[src/rtl/i2c_pkg.sv]
// Shared definitions for the I2C master engine: command encodings, FSM states
// and the quarter-bit index type.
package i2c_pkg;

  localparam logic [1:0] I2C_CMD_START = 2'd0;
  localparam logic [1:0] I2C_CMD_STOP  = 2'd1;
  localparam logic [1:0] I2C_CMD_WRITE = 2'd2;
  localparam logic [1:0] I2C_CMD_READ  = 2'd3;

  typedef enum logic [2:0] {
    ST_IDLE,
    ST_START,
    ST_STOP,
    ST_WBIT,
    ST_WACK,
    ST_RBIT,
    ST_RACK
  } state_t;

  typedef logic [1:0] quarter_t;

  // SCL is held low in the first and last quarter of every data/ack bit.
  function automatic logic data_scl_oe(input quarter_t q);
    return (q == 2'd0) || (q == 2'd3);
  endfunction

endpackage

[src/rtl/i2c_quarter_tick.sv]
// Quarter-bit timebase: pulses tick once every DIV clocks; clear restarts the
// count and hold freezes it (used for slave clock stretching).
module i2c_quarter_tick #(
  parameter int DIV = 250
) (
  input  logic clk,
  input  logic rst,
  input  logic clear,
  input  logic hold,
  output logic tick
);

  localparam int CW = (DIV > 1) ? $clog2(DIV) : 1;
  localparam logic [CW-1:0] LAST = CW'(DIV - 1);

  logic [CW-1:0] cnt_q;

  always_ff @(posedge clk) begin
    if (rst || clear) begin
      cnt_q <= '0;
    end else if (!hold) begin
      cnt_q <= (cnt_q == LAST) ? '0 : cnt_q + CW'(1);
    end
  end

  assign tick = !hold && (cnt_q == LAST);

endmodule

[src/rtl/i2c_master_engine.sv]
// Byte-level I2C master sequencer driving open-drain SDA/SCL enables.
// Optional slave clock stretching is enabled with `define I2C_CLOCK_STRETCH_EN.
module i2c_master_engine
  import i2c_pkg::*;
#(
  parameter int DIV = 250
) (
  input  logic       clk,
  input  logic       rst,
  input  logic       cmd_valid,
  output logic       cmd_ready,
  input  logic [1:0] cmd,
  input  logic [7:0] wr_data,
  input  logic       rd_nack,
  output logic       rsp_valid,
  output logic [7:0] rsp_data,
  output logic       rsp_nack,
  output logic       busy,
  input  logic       sda_in,
  input  logic       scl_in,
  output logic       sda_oe,
  output logic       scl_oe
);

  state_t     state_q, state_d;
  quarter_t   quarter_q, quarter_d;
  logic [2:0] bit_q, bit_d;
  logic [7:0] data_q, data_d;
  logic       rd_nack_q, rd_nack_d;
  logic       ack_q, ack_d;
  logic       sda_oe_q, sda_oe_d;
  logic       scl_oe_q, scl_oe_d;
  logic       rsp_valid_q, rsp_valid_d;
  logic       rsp_nack_q, rsp_nack_d;
  logic [7:0] rsp_data_q, rsp_data_d;
  logic       accept;
  logic       tick;
  logic       step;
  logic       stretch_hold;

  assign cmd_ready = (state_q == ST_IDLE) && !rst;
  assign accept    = cmd_valid && cmd_ready;
  assign busy      = (state_q != ST_IDLE);
  assign step      = tick && (state_q != ST_IDLE);

`ifdef I2C_CLOCK_STRETCH_EN
  // A slave holding SCL low after we released it freezes the bit timing.
  assign stretch_hold = (state_q != ST_IDLE) && (quarter_q == 2'd1) &&
                        !scl_oe_q && !scl_in;
`else
  logic unused_scl_in;
  assign unused_scl_in = scl_in;
  assign stretch_hold  = 1'b0;
`endif

  i2c_quarter_tick #(
    .DIV(DIV)
  ) u_tick (
    .clk  (clk),
    .rst  (rst),
    .clear(accept),
    .hold (stretch_hold),
    .tick (tick)
  );

  always_ff @(posedge clk) begin
    if (rst) begin
      state_q     <= ST_IDLE;
      quarter_q   <= '0;
      bit_q       <= '0;
      data_q      <= '0;
      rd_nack_q   <= 1'b0;
      ack_q       <= 1'b0;
      sda_oe_q    <= 1'b0;
      scl_oe_q    <= 1'b0;
      rsp_valid_q <= 1'b0;
      rsp_nack_q  <= 1'b0;
      rsp_data_q  <= '0;
    end else begin
      state_q     <= state_d;
      quarter_q   <= quarter_d;
      bit_q       <= bit_d;
      data_q      <= data_d;
      rd_nack_q   <= rd_nack_d;
      ack_q       <= ack_d;
      sda_oe_q    <= sda_oe_d;
      scl_oe_q    <= scl_oe_d;
      rsp_valid_q <= rsp_valid_d;
      rsp_nack_q  <= rsp_nack_d;
      rsp_data_q  <= rsp_data_d;
    end
  end

  // Line enables are derived from the next state/quarter so they are
  // registered yet aligned with the quarter they belong to.
  always_comb begin
    state_d     = state_q;
    quarter_d   = quarter_q;
    bit_d       = bit_q;
    data_d      = data_q;
    rd_nack_d   = rd_nack_q;
    ack_d       = ack_q;
    rsp_valid_d = 1'b0;
    rsp_nack_d  = rsp_nack_q;
    rsp_data_d  = rsp_data_q;
    sda_oe_d    = sda_oe_q;
    scl_oe_d    = scl_oe_q;

    if (state_q == ST_IDLE) begin
      if (accept) begin
        quarter_d = '0;
        bit_d     = 3'd7;
        data_d    = wr_data;
        rd_nack_d = rd_nack;
        case (cmd)
          I2C_CMD_START: state_d = ST_START;
          I2C_CMD_STOP:  state_d = ST_STOP;
          I2C_CMD_WRITE: state_d = ST_WBIT;
          default:       state_d = ST_RBIT;
        endcase
      end
    end else if (step) begin
      quarter_d = quarter_q + 2'd1;
      if (quarter_q == 2'd2) begin
        if (state_q == ST_RBIT) data_d = {data_q[6:0], sda_in};
        if (state_q == ST_WACK) ack_d = sda_in;
      end
      if (quarter_q == 2'd3) begin
        case (state_q)
          ST_WBIT, ST_RBIT: begin
            if (bit_q == 3'd0) state_d = (state_q == ST_WBIT) ? ST_WACK : ST_RACK;
            else bit_d = bit_q - 3'd1;
          end
          ST_WACK, ST_RACK: begin
            state_d     = ST_IDLE;
            rsp_valid_d = 1'b1;
            rsp_nack_d  = (state_q == ST_WACK) ? ack_q : rd_nack_q;
            if (state_q == ST_RACK) rsp_data_d = data_q;
          end
          default: state_d = ST_IDLE;
        endcase
      end
    end

    case (state_d)
      ST_START: begin
        sda_oe_d = (quarter_d >= 2'd2);
        scl_oe_d = (quarter_d == 2'd3);
      end
      ST_STOP: begin
        sda_oe_d = (quarter_d <= 2'd1);
        scl_oe_d = (quarter_d == 2'd0);
      end
      ST_WBIT: begin
        sda_oe_d = ~data_d[bit_d];
        scl_oe_d = data_scl_oe(quarter_d);
      end
      ST_WACK, ST_RBIT: begin
        sda_oe_d = 1'b0;
        scl_oe_d = data_scl_oe(quarter_d);
      end
      ST_RACK: begin
        sda_oe_d = ~rd_nack_d;
        scl_oe_d = data_scl_oe(quarter_d);
      end
      default: ;
    endcase
  end

  assign sda_oe    = sda_oe_q;
  assign scl_oe    = scl_oe_q;
  assign rsp_valid = rsp_valid_q;
  assign rsp_nack  = rsp_nack_q;
  assign rsp_data  = rsp_data_q;

endmodule

[config.mk]
export PLATFORM = sky130hd
export DESIGN_NAME = i2c_master_engine
export DESIGN_NICKNAME = d
export VERILOG_FILES = /design/src/rtl/i2c_pkg.sv /design/src/rtl/i2c_quarter_tick.sv /design/src/rtl/i2c_master_engine.sv
export SDC_FILE = /design/constraint.sdc
export NUM_CORES = 1
export LEC_CHECK = 0
export BUFFER_PORTS_ARGS = -buffer_cell sky130_fd_sc_hd__buf_2
export CAP_MARGIN = 20
export CORE_ASPECT_RATIO = 0.7
export CORE_MARGIN = 4
export CORE_UTILIZATION = 55
export DETAILED_ROUTE_END_ITERATION = 6
export GPL_TIMING_DRIVEN = 0
export PLACE_DENSITY_LB_ADDON = 0.12
export SETUP_SLACK_MARGIN = 0.5
export SYNTH_ARGS = -nofsm -noshare
export SYNTH_HDL_FRONTEND = slang
export SYNTH_SLANG_ARGS = --single-unit
[constraint.sdc]
create_clock -name clk -period 2.6 [get_ports clk]
set_clock_uncertainty 0.1 [all_clocks]
set_input_delay 0.13 -clock clk [delete_from_list [all_inputs] [get_ports clk]]
set_output_delay 0.13 -clock clk [all_outputs]
set_load 0.005 [all_outputs]
**Word level (Yosys, flattened, before mapping)**

Cells that the tools add are included.

- Bits in registers: 38
- Bits of input ports: 16
- Output and inout bits: 14
- Word-level logic and storage cells: 91

- Add/subtract/negate cells: 3
- Order comparisons: 3
- Eq/ne operators: 16
- Multiplexer cells: 30
- Bitwise logic cells: 5
- Reduce and logical (&&, ||, !) cells: 22

Operators with widths:

| cell | count |
|---|---|
| two-way mux 8 bit | 5 |
| two-way mux 3 bit | 12 |
| == test 3 bit, second input constant | 6 |
| == test 3 x 2 -> 1 bit, second input constant | 3 |
| one-hot mux 3 bit (3 select lines) | 1 |
| adder 8 x 1 -> 8 bit, second input constant | 1 |
| == test 2 bit, second input constant | 4 |
| == test 8 bit, second input constant | 1 |
| two-way mux 2 bit | 4 |
| AND reduction 4 bit | 2 |
| OR reduction 2 bit | 4 |
| OR reduction 4 bit | 2 |
| zero test 3 bit | 2 |
| nonzero test 3 bit | 2 |
| two-way mux 1 bit | 5 |
| NOT 1 bit | 5 |
| one-hot mux 1 bit (5 select lines) | 1 |
| AND reduction 5 bit | 1 |
| nonzero test 5 bit | 1 |
| zero test 2 bit | 2 |
| less-than comparator 3 x 4 -> 1 bit, second input constant | 1 |
| binary-select mux 1 bit (select 3 bit) | 1 |
| == test 3 x 1 -> 1 bit, second input constant | 1 |
| logical AND 1 bit | 3 |
| 8 further kinds | 9 |

**Longest topological paths before layout**

- Depth in word-level cells: 10
- Depth in mapped cells: 12
- Depth with buffers taken out: 11

**Modules after synthesis**

A second synthesis with hierarchy kept.

- Cells, all modules: 241
- Area, all modules: 2,042.0 µm²

By module, submodules not included:

| module | instances | cells an instance | area an instance (µm²) | sequential area each (µm²) |
|---|---|---|---|---|
| i2c_master_engine | 1 | 193 | 1,625.3 | 600.6 |
| i2c_quarter_tick | 1 | 48 | 416.6 | 160.2 |

**Least setup slack after synthesis**

Ideal clock, no wire load.

- Kind: flip-flop to flip-flop
- Start point: register u_tick.cnt_q[0]
- End point: register sda_oe_q, in the netlist sda_oe
- Setup time: 0.124 ns
- Arrival time: 2.147 ns
- Required time: 2.376 ns
- Path slack: 0.229 ns
- Stages on the path, launching flop included: 9
- Path buffers: 0
- Period minus slack after synthesis: 2.371 ns
- Path through: dfxtp_1 -> ha_1 -> nand4b_4 -> nor4_2 -> a211oi_1 -> a31o_1 -> or4_1 -> o311ai_1 -> o21ai_1

- Word-level cells in the longest chain between the ends: 8
- Elaborated cells between the ends (all ways): 24
- Classes of those cells: order compare: 2; eq/ne: 7; mux: 11; bitwise: 1; reduce/logical: 3

Ends and longest elaborated chain:

| element | RTL line | source |
|---|---|---|
| start, declared | i2c_quarter_tick.sv:16 | `logic [CW-1:0] cnt_q;` |
| start signal, assigned | i2c_quarter_tick.sv:22 | `cnt_q <= (cnt_q == LAST) ? '0 : cnt_q + CW'(1);` |
| == test 8 bit * | i2c_quarter_tick.sv:26 | `assign tick = !hold && (cnt_q == LAST);` |
| logical AND 1 bit * | i2c_master_engine.sv:44 | `assign step = tick && (state_q != ST_IDLE);` |
| two-way mux 8 bit or two-way mux 3 bit (tied branches) | i2c_master_engine.sv:122 | `end else if (step) begin` |
| two-way mux 8 bit or two-way mux 3 bit (tied branches) | i2c_master_engine.sv:109 | `if (state_q == ST_IDLE) begin` |
| binary-select mux 1 bit (select 3 bit) | i2c_master_engine.sv:155 | `sda_oe_d = ~data_d[bit_d];` |
| two-way mux 1 bit (implied by the code) | i2c_master_engine.sv:155 |  |
| NOT 1 bit | i2c_master_engine.sv:155 |  |
| one-hot mux 1 bit (5 select lines) | i2c_master_engine.sv:145 | `case (state_d)` |
| end signal, assigned | i2c_master_engine.sv:86 | `sda_oe_q <= sda_oe_d;` |
| end, declared | i2c_master_engine.sv:31 | `logic sda_oe_q, sda_oe_d;` |

Mark *: on every way between the ends. The rest lies on a longest branch, timed or not. The select of a mux whose other input is x is not followed.
A chain may end at the register's enable or synchronous reset.

**Worst setup path in the final report**

- Start point: register state_q[0]
- End point: register sda_oe_q, in the netlist sda_oe

- Word-level cells in the longest chain between the ends: 10
- Elaborated cells between the ends (all ways): 45
- Classes of those cells: order compare: 2; eq/ne: 8; mux: 25; bitwise: 2; reduce/logical: 8

Ends and longest elaborated chain:

| element | RTL line | source |
|---|---|---|
| start, declared | i2c_master_engine.sv:25 | `state_t state_q, state_d;` |
| start signal, assigned | i2c_master_engine.sv:80 | `state_q <= state_d;` |
| == test 3 bit or == test 3 x 2 -> 1 bit (tied branches) | i2c_master_engine.sv:125, i2c_master_engine.sv:129, i2c_master_engine.sv:131 |  |
| OR reduction 2 bit or two-way mux 2 bit (tied branches) | i2c_master_engine.sv:129, i2c_master_engine.sv:131 |  |
| two-way mux 3 bit, on equally long branches | i2c_master_engine.sv:129, i2c_master_engine.sv:131 |  |
| two-way mux 3 bit, on equally long branches | i2c_master_engine.sv:128, i2c_master_engine.sv:129 |  |
| two-way mux 3 bit, on equally long branches | i2c_master_engine.sv:122, i2c_master_engine.sv:128 |  |
| two-way mux 3 bit, on equally long branches | i2c_master_engine.sv:109, i2c_master_engine.sv:122 |  |
| binary-select mux 1 bit (select 3 bit) or two-way mux 3 bit (tied branches) | i2c_master_engine.sv:155, i2c_master_engine.sv:109 |  |
| two-way mux 1 bit (implied by the code) or == test 3 bit (tied branches) | i2c_master_engine.sv:155, i2c_master_engine.sv:145 |  |
| NOT 1 bit or OR reduction 2 bit (tied branches) | i2c_master_engine.sv:155, i2c_master_engine.sv:145 |  |
| one-hot mux 1 bit (5 select lines) or nonzero test 5 bit (tied branches) | n/a |  |

Parallel ways exist; a longest one is shown, timed or not. The select of a mux whose other input is x is not followed.

==> summary.md <==
For this run, the total global-route usage over all layers was measured as 24.95%. The destination of the worst register-to-register timing path was sda_oe. The run gives 0 as the initial antenna violation count.

Wires add up to 5736 um. Dominant combinational cell family by area after synthesis: simple AND/OR/NAND/NOR gates. The number of buffers added by the clock tree synthesis step is 5, and the register area is 769.5 um2.

The tools report the number of unique standard cell types used by synthesis as 62. Detailed routing inserted a total of 2010 vias. In the synthesized netlist, the number of instances is 239. After clock tree synthesis, the clock-pin slew on the worst setup and hold paths is 0.08 ns.

Summing the areas of all compound-gate instances in the mapped netlist gives 17.79% of the synthesized area. The run gives 13 as the maximum number of pins on one net before global-route repair. The cell taking the most area after synthesis is dfxtp_1.

The height of the chip came out at 59.82 um. Final number of setup-violating endpoints: 0. The remaining design rule violation count was 0; the post-synthesis net count was 265. The number of placed instances with taps included is 317, and the number of cell instances on the worst register-to-register path is 8. The run finished with clean final reports. The first global-routing pass estimated 9114 um of wire. The net count of the finished layout is 316.

The die covers 4906 um2. In this run the remaining antenna-violating nets after routing total 0. The run gives 0 as the final antenna diode count.

Of the total synthesized cell area, the portion taken by AND, OR, NAND and NOR gates is 26.10%. The core utilization of the finished layout came out at 78.40%. The critical path ends at sda_oe. The most common cell after layout, fill and taps aside was nor2_1.

The post-layout total power came out at 1.575 mW. Derived from the worst setup path, the maximum achievable clock frequency is 0.4092 GHz. The worst setup path startpoint was state_q[0].

The routed length per instance is 16.82 um, and the largest driver fanout on the critical path is 9. The logs give 0.9007 for the placer congestion estimate and 0 for the number of hold-slack violations in the final timing report. Port buffering added 28 buffers.

Summing the areas of all xor and xnor instances in the mapped netlist gives 3.677% of the synthesized area. The clock root buffer master is clkbuf_8. The mux contribution to synthesized area was 5.338%; the area taken by multi-input logic gates was 1460 um2. The setup path with the least slack is of type reg2reg. The register-to-register setup slack is 0.16 ns.

For this run, the number of Yosys warnings is 0. The H-tree was split into 2 levels. The normalized max-slew margin was 66.16%; the core outline area was 3603 um2. Setup repair after global routing could not meet its margin everywhere. Slew at the pin closest to its max-slew limit: 0.5076 ns.

The number of global-route vias before repair was 1922; the final clock period utilization by the worst path was 93.99%. The floorplan has 18 rows. The post-synthesis share of cell area spent on full adders, half adders and majority gates is 5.931%, and the time the final worst path needs with I/O delays and setup is 2.444 ns. The first detailed-routing pass took 5 iterations. After the first detailed-routing iteration, the DRC count stood at 139.

The startpoint of the most critical register-to-register path was state_q[0]. The effective utilization at floorplan is 58.54%. The average cell area after synthesis came out at 8.826 um2. The x dimension of the die was 82.02 um; the layout cell share with drive strength beyond 1 was 36.43%.

Leaving out fill and tap cells, the most frequent cells in the layout are nor2_1 (36), dfxtp_1 (31), buf_2 (29). STA classifies the critical path endpoint as a flip-flop. The number of enable flip-flop cells after synthesis was 0; the final max-slew violation count was 0. Using the TritonRoute via totals, the vias-per-cell ratio works out to 5.894. The total power per unit cell area was 557.4 nW/um2. In this run the worst hold path is classified as in2reg.

The logs give 341 for the final non-filler cell total and 30 for the top-level port count. Of all flip-flops after synthesis, the portion carrying an async set or reset was 0%. Summed over all layers, the global routing overflow is 0. The sequential area share after synthesis was 36.06%.

The share of synthesized area in the top cell type comes to 36.06%. The tool flagged a number of max-cap violations equal to 0. The post-synthesis to final-layout area growth is 33.93%, and the clock insertion delay at the later pin of the skew report is 0.30 ns.

Detailed placement ended at an HPWL of 3703 um. The hold-critical path depth is 3. Fill cells in the final layout number 241. By area the synthesized netlist is led by dfxtp_1 (36%), nor2_1 (6.4%), ha_1 (5.9%).

IR analysis of the VDD net gives a maximum drop of 0.4177 mV. Among all flip-flop cells after synthesis, the most frequent one is dfxtp_1. Arrival time at the worst endpoint: 2.52 ns. The worst setup path is launched from a flip-flop. The flop and latch count out of synthesis is 38. TritonCTS built the clock tree. Summing every instance area after synthesis gives 2110 um2. The critical path required time is 2.68 ns, and the total leakage power is 1.211 nW.

The largest buffer count on any clock path is 2, and the count of clock tree sinks is 38.
==> per-stage QoR <==
stage | hold WS [ns] | setup slack (ns) | TNS (ns) | instance area (um2)
2_1_floorplan | 0.1142 | 0.3494 | 0 | 2220
3_3_place_gp | 0.3004 | -0.02556 | -0.02556 | 2422
3_5_place_dp | 0.3115 | 0.01870 | 0 | 2422
4_1_cts | 0.005357 | 0.1557 | 0 | 2765
5_1_grt | 0.03140 | 0.1060 | 0 | 2825
6_report | 0.009623 | 0.1563 | 0 | 2825
==> metal layers <==
layer | up-vias | global-route usage [%] | routed length [um]
li1 | 964 | - | -
met1 | 941 | 35.94 | 2725
met2 | 94 | 36.25 | 2527
met3 | 11 | 5.572 | 401
met4 | 0 | 9.242 | 81
met5 | - | 0 | 0
==> logic make-up (layout without fill, tap and decap cells) <==
group	after synthesis	after routing
buffers and inverters	24	76
xor gates and xnor gates	8	8
and+or+nand+nor	100	100
DFF	38	38
muxes	11	11
AOI/OAI and AO/OA	48	48
adders and majority gates	10	10
==> synth_stat cells, types with 2 or more instances <==
cell type and count:
a22oi_1 4, buf_2 4, xnor2_1 4, clkbuf_1 3, nor4_1 3, nor2_2 2
nand3_1 10, ha_1 10, dfxtp_1 38, o2111ai_1 2, a211oi_1 2, mux2_2 2
a22o_1 5, inv_1 13, mux2i_1 9, a2111oi_0 2, a21oi_1 14, nor3_1 4
nand4_1 4, nand4bb_1 2, and3_1 4, nor2b_1 3, and4b_1 2, nor2_1 36
o21ai_1 3, nand2b_1 4, xor2_1 3, nand2_1 12, nor3b_1 2
==> state kept, by name (all words and copies together), names as in the netlist <==
register and cells:
bit_q 3, u_tick.cnt_q 8, ack_q 1, state_q 3
rsp_valid 1, quarter_q 2, sda_oe 1, rd_nack_q 1
data_q 8, scl_oe 1, rsp_data 8, rsp_nack 1
==> power breakdown <==
part	switching, mW	total [mW]	internal [mW]
clock	0.222	0.631	0.409
combinational	0.166	0.317	0.150
sequential	0.0205	0.627	0.606
==> timing repair <==
item | 4_1_cts | 5_1_grt
resized for setup | 21 | 9
endpoints found under the setup margin | 11 | 4
hold buffers | 0 | 0
buffers inserted | 14 | 2
pin swaps | 15 | 7
hold endpoints to repair | 0 | 0
==> cell type report <==
class	instances	area share, %
multi-input cells	177	51.68
flip-flops and latches	38	27.24
repair buffers	44	9.477
clock buffers	6	2.923
plain buffers	10	2.480
well taps	50	2.214
clock inverters	2	2.126
inverters	14	1.860
==> worst min path at each step <==
stage / start / slack (ns) / to
floorplan: rst / 0.11 / state_q[1]
global placement: sda_in / 0.30 / ack_q
detailed placement: rd_nack / 0.31 / rd_nack_q
CTS: rd_nack / 0.005 / rd_nack_q
global route: rd_nack / 0.03 / rd_nack_q
finish: rd_nack / 0.01 / rd_nack_q
==> critical path: stages, from the launching register on <==
cell and delay, ns:
dfxtp_1 0.31, buf_4 0.21, nand2_2 0.12, or4_4 0.55, o211ai_4 0.22, buf_6 0.13, mux2_4 0.30, o311ai_4 0.29
o21ai_1 0.10
No activity file was read; power rests on OpenSTA's default activity.
